`src/rtl/bidir_dir_sequencer_pkg.sv`:
```
// Shared types and constants for the bidirectional buffer direction sequencer.
// Direction constants match the buffer ctrl polarity (1 = A drives B).
package bidir_dir_sequencer_pkg;

    typedef enum logic [1:0] {
        IDLE = 2'd0,
        A2B  = 2'd1,
        TURN = 2'd2,
        B2A  = 2'd3
    } state_t;

    localparam logic DIR_A2B = 1'b1;
    localparam logic DIR_B2A = 1'b0;

    // Bits needed to hold the values 0..max_val inclusive.
    function automatic int cnt_width(input int max_val);
        return (max_val < 1) ? 1 : $clog2(max_val + 1);
    endfunction

endpackage

```
`src/rtl/bidir_dir_sequencer_turn_timer.sv`:
```
// Loadable down-counter that times the tristated turnaround window.
// done is high on the last cycle of the window so the FSM leaves TURN on time.
module bidir_turn_timer
    import bidir_dir_sequencer_pkg::*;
#(
    parameter int TA_CYCLES = 2
) (
    input  logic clk,
    input  logic rst_n,
    input  logic load,
    output logic done
);

    localparam int CW = cnt_width(TA_CYCLES);
    localparam logic [CW-1:0] TA_LOAD = CW'(TA_CYCLES);
    localparam logic [CW-1:0] LAST    = CW'(1);

    logic [CW-1:0] ta_cnt;

    always_ff @(posedge clk) begin
        if (!rst_n) begin
            ta_cnt <= '0;
        end else if (load) begin
            ta_cnt <= TA_LOAD;
        end else if (ta_cnt != '0) begin
            ta_cnt <= ta_cnt - 1'b1;
        end
    end

    assign done = (ta_cnt == LAST);

endmodule

```
`src/rtl/bidir_dir_sequencer.sv`:
```
// Direction sequencer for a bidirectional buffer: arbitrates local TX against
// remote RX requests, inserts turnaround gaps and caps bursts for fairness.
module bidir_dir_sequencer
    import bidir_dir_sequencer_pkg::*;
#(
    parameter int W         = 8,
    parameter int MAX_BURST = 4,
    parameter int TA_CYCLES = 2
) (
    input  logic         clk,
    input  logic         rst_n,
    input  logic [W-1:0] tx_data,
    input  logic         tx_valid,
    output logic         tx_ready,
    input  logic         rx_req,
    input  logic [W-1:0] bus_in,
    output logic [W-1:0] rx_data,
    output logic         rx_valid,
    output logic [W-1:0] bus_out,
    output logic         bus_strobe,
    output logic         buf_ctrl,
    output logic         buf_en,
    output logic         busy
);

    localparam int BW = cnt_width(MAX_BURST);
    localparam logic [BW-1:0] CAP = BW'(MAX_BURST);

    state_t        state, state_nx;
    logic [BW-1:0] beat_cnt;
    logic          last_dir;
    logic          below_cap, accept, take;
    logic          turn_load, turn_done, clear_cnt;
    logic          dir_nx, idle_target;

    bidir_turn_timer #(
        .TA_CYCLES(TA_CYCLES)
    ) u_turn_timer (
        .clk  (clk),
        .rst_n(rst_n),
        .load (turn_load),
        .done (turn_done)
    );

    // Exits from A2B/B2A are only taken on a cycle without a beat, so the
    // final beat is always driven while the buffer is still enabled.
    always_comb begin
        below_cap   = (beat_cnt < CAP);
        accept      = (state == A2B) && tx_valid && below_cap;
        take        = (state == B2A) && rx_req && below_cap;
        state_nx    = state;
        turn_load   = 1'b0;
        clear_cnt   = 1'b0;
        dir_nx      = buf_ctrl;
        idle_target = DIR_A2B;

        case (state)
            IDLE: begin
                if (tx_valid || rx_req) begin
                    if (tx_valid && rx_req) idle_target = ~last_dir;
                    else if (tx_valid)      idle_target = DIR_A2B;
                    else                    idle_target = DIR_B2A;

                    if (idle_target == buf_ctrl) begin
                        state_nx  = (idle_target == DIR_A2B) ? A2B : B2A;
                        clear_cnt = 1'b1;
                    end else begin
                        state_nx  = TURN;
                        turn_load = 1'b1;
                        dir_nx    = idle_target;
                    end
                end
            end
            TURN: begin
                if (turn_done) begin
                    state_nx  = (buf_ctrl == DIR_A2B) ? A2B : B2A;
                    clear_cnt = 1'b1;
                end
            end
            A2B: begin
                if (!accept) begin
                    if (rx_req) begin
                        state_nx  = TURN;
                        turn_load = 1'b1;
                        dir_nx    = DIR_B2A;
                    end else if (!tx_valid) begin
                        state_nx = IDLE;
                    end else begin
                        clear_cnt = 1'b1;
                    end
                end
            end
            B2A: begin
                if (!take) begin
                    if (tx_valid) begin
                        state_nx  = TURN;
                        turn_load = 1'b1;
                        dir_nx    = DIR_A2B;
                    end else if (!rx_req) begin
                        state_nx = IDLE;
                    end else begin
                        clear_cnt = 1'b1;
                    end
                end
            end
            default: state_nx = IDLE;
        endcase
    end

    always_ff @(posedge clk) begin
        if (!rst_n) begin
            state      <= IDLE;
            buf_ctrl   <= DIR_A2B;
            last_dir   <= DIR_B2A;
            beat_cnt   <= '0;
            bus_out    <= '0;
            bus_strobe <= 1'b0;
            rx_data    <= '0;
            rx_valid   <= 1'b0;
        end else begin
            state      <= state_nx;
            buf_ctrl   <= dir_nx;
            bus_strobe <= accept;
            rx_valid   <= take;
            if (accept) bus_out <= tx_data;
            if (take)   rx_data <= bus_in;
            if (clear_cnt)           beat_cnt <= '0;
            else if (accept || take) beat_cnt <= beat_cnt + 1'b1;
            if (state == A2B)      last_dir <= DIR_A2B;
            else if (state == B2A) last_dir <= DIR_B2A;
        end
    end

    // Buffer controls decode from registered state only.
    assign buf_en   = (state == A2B) || (state == B2A);
    assign tx_ready = (state == A2B) && below_cap;
    assign busy     = (state != IDLE);

endmodule
```
`config.mk`:
```
export PLATFORM = sky130hd
export DESIGN_NAME = bidir_dir_sequencer
export DESIGN_NICKNAME = d
export VERILOG_FILES = /design/src/rtl/bidir_dir_sequencer_pkg.sv /design/src/rtl/bidir_dir_sequencer_turn_timer.sv /design/src/rtl/bidir_dir_sequencer.sv
export SDC_FILE = /design/constraint.sdc
export NUM_CORES = 1
export LEC_CHECK = 0
export BUFFER_PORTS_ARGS = -buffer_cell sky130_fd_sc_hd__buf_2
export CORE_MARGIN = 5
export CORE_UTILIZATION = 44
export CTS_CLUSTER_SIZE = 24
export DETAILED_ROUTE_END_ITERATION = 8
export GPL_ROUTABILITY_DRIVEN = 0
export PLACE_DENSITY_LB_ADDON = 0.3
export SYNTH_ARGS = -nofsm -noshare
export SYNTH_HDL_FRONTEND = slang
export SYNTH_SLANG_ARGS = --single-unit
```
`constraint.sdc`:
```
create_clock -name clk -period 1.6 [get_ports clk]
set_input_delay 0.24 -clock clk [delete_from_list [all_inputs] [get_ports clk]]
set_output_delay 0.24 -clock clk [all_outputs]
set_load 0.03 [all_outputs]
```
==> impl_metrics.env, run 1 <==
export IMPL_hold_ws_ps=122.0
export IMPL_fillers=262
export IMPL_synth_flop_cell="dfxtp_1"
export IMPL_dieHeight_um=62.36
export IMPL_die_area_um2=3888
export IMPL_yosys_warnings=0
export IMPL_cap_violations=0
export IMPL_num_rows=19
export IMPL_clock_sinks=27
export IMPL_netlist_top_cells_area="dfxtp_1 (45%), nand2_1 (12%), a21oi_1 (8.7%)"
export IMPL_grt_pass1_vias=1188
export IMPL_sw_frac_of_total_pct=40.56
export IMPL_holdCritPathClass="input port to register"
export IMPL_drtIter0Drc=72
export IMPL_synth_edf_count=0
export IMPL_fin_skew_ps=4.982
export IMPL_cts_buffers=3
export IMPL_fin_crit_ps=1541
export IMPL_ys_seq_area_share_pct=44.81
export IMPL_fin_util_pct=56.31
export IMPL_cts_tree="built"
export IMPL_numPortBuffers=41
export IMPL_cts_root_buf="clkbuf_4"
export IMPL_netlist_cell_type_count=38
export IMPL_synth_area_per_cell_um2=8.205
export IMPL_wl_mm=2.814
export IMPL_netlist_area_leader_share_pct=44.81
export IMPL_p_int_uw=1231
export IMPL_fmax_mhz=648.8
export IMPL_initial_core_util_pct=44.90
export IMPL_post_route_period_util_pct=96.33
export IMPL_grt_max_degree=19
export IMPL_io_pins=42
export IMPL_post_dp_cell_area_um2=1455
export IMPL_insertedDiodeCount=0
export IMPL_postRouteAntennaNets=0
export IMPL_synthesis_nets=169
export IMPL_critPathRequiredTime_ps=1840
export IMPL_ir_drop_mv=0.7168
export IMPL_insertion_delay_ps=330
export IMPL_slew_headroom_pct=75.59
export IMPL_coreArea_um2=2686
export IMPL_grt_pass1_wl_mm=5.037
export IMPL_finalSetupTns_ps=0
export IMPL_power_density_nw_per_um2=1369
export IMPL_drv_slew=0
export IMPL_postCtsHoldBufs=0
export IMPL_crit_type="register to register"
export IMPL_endpoint_kind="register"
export IMPL_netlist_area_um2=1206
export IMPL_synth_common_cells="nand2_1 (39), dfxtp_1 (27), a21oi_1 (21)"
export IMPL_start_kind="register"
export IMPL_dr_pass1_iters=4
export IMPL_rrSetupSlack_ps=60
export IMPL_setup_viol=0
export IMPL_dp_hpwl_mm=2.163
export IMPL_worst_pin_slew_ps=365.6
export IMPL_cp_max_fo=3
export IMPL_yosys_area_top_type="dfxtp_1"
export IMPL_syn_to_final_growth_pct=25.41
export IMPL_antenna_found_initial=0
export IMPL_clock_power_share_pct=14.8
export IMPL_grtUsageTotal_pct=15.17
export IMPL_p_leak_uw=0.0006554
export IMPL_pwr_share_comb_pct=42.7
export IMPL_synth_most_common_cell="nand2_1"
export IMPL_design_area_um2=1513
export IMPL_htree_levels=1
export IMPL_cp_data_arrival_time_ps=1780
export IMPL_ys_async_sr_fraction_pct=0
export IMPL_netSwitchingPower_uw=840.2
export IMPL_synthCells=147
export IMPL_vias=1168
export IMPL_rsz0062_at_grt="yes"
export IMPL_outcome="finished, final reports clean"
export IMPL_drc_errors=0
export IMPL_viasPerCell=5.261
export IMPL_drive_above_1_share_pct=34.03
export IMPL_seqPwrFrac_pct=42.5
export IMPL_nets=214
export IMPL_die_w_um=62.36
export IMPL_hold_viol=0
export IMPL_clk_pin_slew_ps=150
export IMPL_clockBufferDepth=2
export IMPL_routedWlPerCell_um=12.68
export IMPL_overflow=0
export IMPL_ys_seq_elements=27
==> metrics by stage <==
stage,instances,setup WS (ps),total power (uW)
finish,222,58.65,2072
global route,222,-21.05,2225
CTS,221,44.93,2035
detailed placement,217,10.35,1731
global placement,217,62.52,1705
floorplan,147,5.528,1504
==> cell usage in the layout, fill, tap and decap left out, drive strengths merged, types with 2 or more instances in the layout <==
cell / synthesis / layout
buf: 5 / 48
nand2: 40 / 40
dfxtp: 27 / 27
a21oi: 22 / 22
nor2: 11 / 11
nand2b: 5 / 5
nor3: 3 / 3
mux2i: 3 / 3
clkbuf: 3 / 3
inv: 3 / 3
o21ai: 3 / 3
nor4: 2 / 2
ha: 2 / 2
nor3b: 2 / 2
==> flip-flops by register name, indices dropped and copies added, names as in the netlist <==
signal	flops
bus_out	8
buf_ctrl	1
bus_strobe	1
beat_cnt	3
rx_valid	1
last_dir	1
state	2
rx_data	8
u_turn_timer.ta_cnt	2
==> final timing paths <==
| check | startpoint | endpoint | cells past startpoint |
|---|---|---|---|
| min reg2reg | u_turn_timer.ta_cnt[0]$_SDFFE_PP0P_ | u_turn_timer.ta_cnt[0]$_SDFFE_PP0P_ | 1 |
| max reg2reg | last_dir$_SDFFE_PN0P_ | beat_cnt[2]$_SDFFE_PP0P_ | 6 |
| max | last_dir$_SDFFE_PN0P_ | beat_cnt[2]$_SDFFE_PP0P_ | 6 |
| min | tx_data[3] | bus_out[3]$_SDFFE_PN0P_ | 3 |
==> cell families after synthesis <==
family	count (synthesis)	share of synthesized area, %
adders and majority gates	2	2.074
AOI/OAI and AO/OA	34	17.74
and+or+nand+nor	68	26.87
DFF	27	44.81
xor gates and xnor gates	1	0.7263
muxes	4	3.423
buffers and inverters	11	4.356
==> worst max-delay path: stages, from the launching register on <==
cell	delay, ps
dfxtp_2	350
a21boi_1	140
ha_1	250
o21bai_1	160
mux2_4	280
o221ai_4	210
nor2_1	60
==> layer usage <==
layer	vias up	wire length, um	GRT usage (%)
li1	584	-	-
met2	34	1462	27.72
met5	-	0	0
met3	4	179	3.784
met1	546	1134	16.67
met4	0	37	5.570
==> power groups by stage <==
stage,Sequential (uW),Clock [uW],Combinational (uW)
6_report,880,307,885
5_1_grt,899,349,977
4_1_cts,875,312,847
3_5_place_dp,888,0,843
3_3_place_gp,881,0,824
2_1_floorplan,922,0,582
==> repair_timing <==
item | CTS | global route
pin swaps | 0 | 6
endpoints found under the setup margin | 2 | 4
gates resized for setup | 1 | 4
buffers inserted | 0 | 1
==> area by class of cell <==
| class | count | area, um^2 | area share (%) |
|---|---|---|---|
| sequential | 27 | 546.8 | 36.15 |
| multi-input combinational | 109 | 628.1 | 41.52 |
| inverter | 3 | 11.26 | 0.7444 |
| tap | 31 | 38.79 | 2.564 |
| clock inverter | 1 | 7.507 | 0.4963 |
| timing repair buffer | 48 | 257.7 | 17.04 |
| clock buffer | 3 | 22.52 | 1.489 |
No activity file was read; power rests on OpenSTA's default activity.
==> inputs of run 2 (changes only) <==
- CORE_UTILIZATION: 44 -> 40
- PLACE_DENSITY: default -> 0.79
- PLACE_DENSITY_LB_ADDON: 0.3 -> default
==> run 2 against run 1 <==
Compared with the run above:
- total power grew 0.53%
- clock-buffer cell count grew 1
- combinational power grew 5.9%
- critical endpoint is now beat_cnt[1]$_SDFFE_PP0P_
- via count shrank 0.34%
- clock skew shrank 3.5 ps
- worst hold slack gained 14 ps
- largest cell class unchanged
- die area grew 8.4%
==> impl_metrics.env, run 2 (synthesis gave the netlist of run 1 again) <==
export IMPL_outcome="finished, final reports clean"
export IMPL_num_rows=20
export IMPL_hold_ws_ps=136.1
export IMPL_cts_root_buf="clkbuf_4"
export IMPL_holdCritPathClass="input port to register"
export IMPL_regToRegEndpoint="beat_cnt[1]$_SDFFE_PP0P_"
export IMPL_postRouteAntennaNets=0
export IMPL_slowest_delay_ps=350
export IMPL_worst_pin_slew_ps=326.8
export IMPL_numPortBuffers=41
export IMPL_drive_above_1_share_pct=33.85
export IMPL_endpoint="beat_cnt[1]$_SDFFE_PP0P_"
export IMPL_fin_crit_ps=1590
export IMPL_grt_pass1_wl_mm=4.664
export IMPL_die_w_um=64.91
export IMPL_final_cell_mix="buf_2 (41), nand2_1 (39), dfxtp_1 (24), a21oi_1 (21), nor2_1 (9)"
export IMPL_drc_errors=0
export IMPL_design_area_um2=1516
export IMPL_p_int_uw=1241
export IMPL_setup_viol=0
export IMPL_p_leak_uw=0.0006623
export IMPL_post_route_period_util_pct=99.40
export IMPL_place_inst=220
export IMPL_coreArea_um2=2978
export IMPL_grt_max_degree=16
export IMPL_reg_largest_list="bus_out: 8 flops, rx_data: 8 flops, beat_cnt: 3 flops"
export IMPL_netSwitchingPower_uw=841.3
export IMPL_overflow=0
export IMPL_sw_frac_of_total_pct=40.40
export IMPL_crit_type="register to register"
export IMPL_final_common_cell="buf_2"
export IMPL_clock_power_share_pct=14.1
export IMPL_fillers=291
export IMPL_critPathRequiredTime_ps=1820
export IMPL_viasPerCell=5.173
export IMPL_cp_data_arrival_time_ps=1810
export IMPL_dp_hpwl_mm=2.094
export IMPL_post_dp_cell_area_um2=1465
export IMPL_endpoint_kind="register"
export IMPL_crit_chain="a21boi_1, ha_1, o21bai_1, mux2_4, o221ai_4, nor2_1"
export IMPL_htree_levels=1
export IMPL_clockBufferDepth=2
export IMPL_fin_cells=225
export IMPL_seqPwrFrac_pct=40.9
export IMPL_hold_viol=0
export IMPL_nets=215
export IMPL_insertion_delay_ps=320
export IMPL_cts_buffers=3
export IMPL_antenna_found_initial=0
export IMPL_fmax_mhz=628.8
export IMPL_cp_max_fo=3
export IMPL_start_kind="register"
export IMPL_rrSetupSlack_ps=10
export IMPL_r2r_start="last_dir$_SDFFE_PN0P_"
export IMPL_power_density_nw_per_um2=1373
export IMPL_cap_violations=0
export IMPL_worstHoldStart="bus_in[2]"
export IMPL_finalSetupTns_ps=0
export IMPL_power_total_uw=2083
export IMPL_io_pins=42
export IMPL_grtUsageTotal_pct=13.81
export IMPL_cp_slowest_cell="dfxtp_2"
export IMPL_wl_mm=2.923
export IMPL_clock_sinks=27
export IMPL_dieHeight_um=64.91
export IMPL_ir_drop_mv=0.6432
export IMPL_insertedDiodeCount=0
export IMPL_syn_to_final_growth_pct=25.73
export IMPL_fin_skew_ps=1.472
export IMPL_vias=1164
export IMPL_pwr_share_comb_pct=45.0
export IMPL_cts_tree="built"
export IMPL_slew_headroom_pct=78.19
export IMPL_initial_core_util_pct=40.50
export IMPL_dr_pass1_iters=4
export IMPL_startpoint="last_dir$_SDFFE_PN0P_"
export IMPL_routedWlPerCell_um=12.99
export IMPL_reg2reg_depth=6
export IMPL_postCtsHoldBufs=0
export IMPL_grt_pass1_vias=1065
export IMPL_die_area_um2=4213
export IMPL_drtIter0Drc=29
export IMPL_drv_slew=0
export IMPL_clk_pin_slew_ps=140
## run 2: changes by cell type in the layout (fill, tap and decap cells not counted)
cell and change:
clkinvlp_4 -1, dfxtp_2 +1, dfxtp_4 -1, buf_4 +1, clkbuf_1 +1
## run 2: metal layers
layer  share of wire, %  GRT usage (%)  wire length (um)  up-vias
met1                 46          17.53              1346      539
met2                 47          22.99              1360       35
met5                  0              0                 0        -
li1                   -              -                 -      586
met3                5.7          2.426               167        4
met4                1.7          5.541                49        0
## run 2: metrics by stage
step | worst slack (ps) | utilization [%]
4_1_cts | 19.75 | 50.13
5_1_grt | -72.02 | 50.92
3_5_place_dp | 11.74 | 49.20
2_1_floorplan | 5.528 | -
6_report | 9.582 | 50.92
3_3_place_gp | 52.48 | 49.20
## run 2: worst min path at each step
stage / end / slack, ps / cells after the start
after floorplan: buf_ctrl$_SDFFE_PN1P_ / 320 / 1
after global placement: u_turn_timer.ta_cnt[0]$_SDFFE_PP0P_ / 440 / 2
after detailed placement: rx_data[6]$_SDFFE_PN0P_ / 450 / 2
after CTS: rx_data[2]$_SDFFE_PN0P_ / 130 / 3
after global routing: bus_out[1]$_SDFFE_PN0P_ / 120 / 3
final: rx_data[2]$_SDFFE_PN0P_ / 140 / 3
## run 2: cell type report
type	count	area (um^2)	share of cell area [%]
multi-input combinational	109	628.1	41.42
sequential	27	544.3	35.89
timing repair buffer	49	265.3	17.49
tap	33	41.29	2.723
clock buffer	4	26.28	1.733
inverter	3	11.26	0.7426
## run 2: power by group through the flow
stage          clock, uW  combinational (uW)  sequential (uW)
6_report             293                 937              853
5_1_grt              330                1020              869
4_1_cts              308                 886              852
3_5_place_dp           0                 882              863
3_3_place_gp           0                 869              860
2_1_floorplan          0                 582              922
## run 2: worst max-delay path, delay by kind of cell, from the launching register on
kind	cells	cell delay, ps
mux	1	280
flops	1	350
simple gates	1	80
compound gates	3	520
fa+ha+maj	1	260
## run 2: timing repair
action,in CTS,in global routing
endpoints found under the setup margin,1,3
pin swaps,0,3
hold endpoints to repair,0,0
gates cloned,0,0
buffers inserted,0,1
resized for setup,1,3
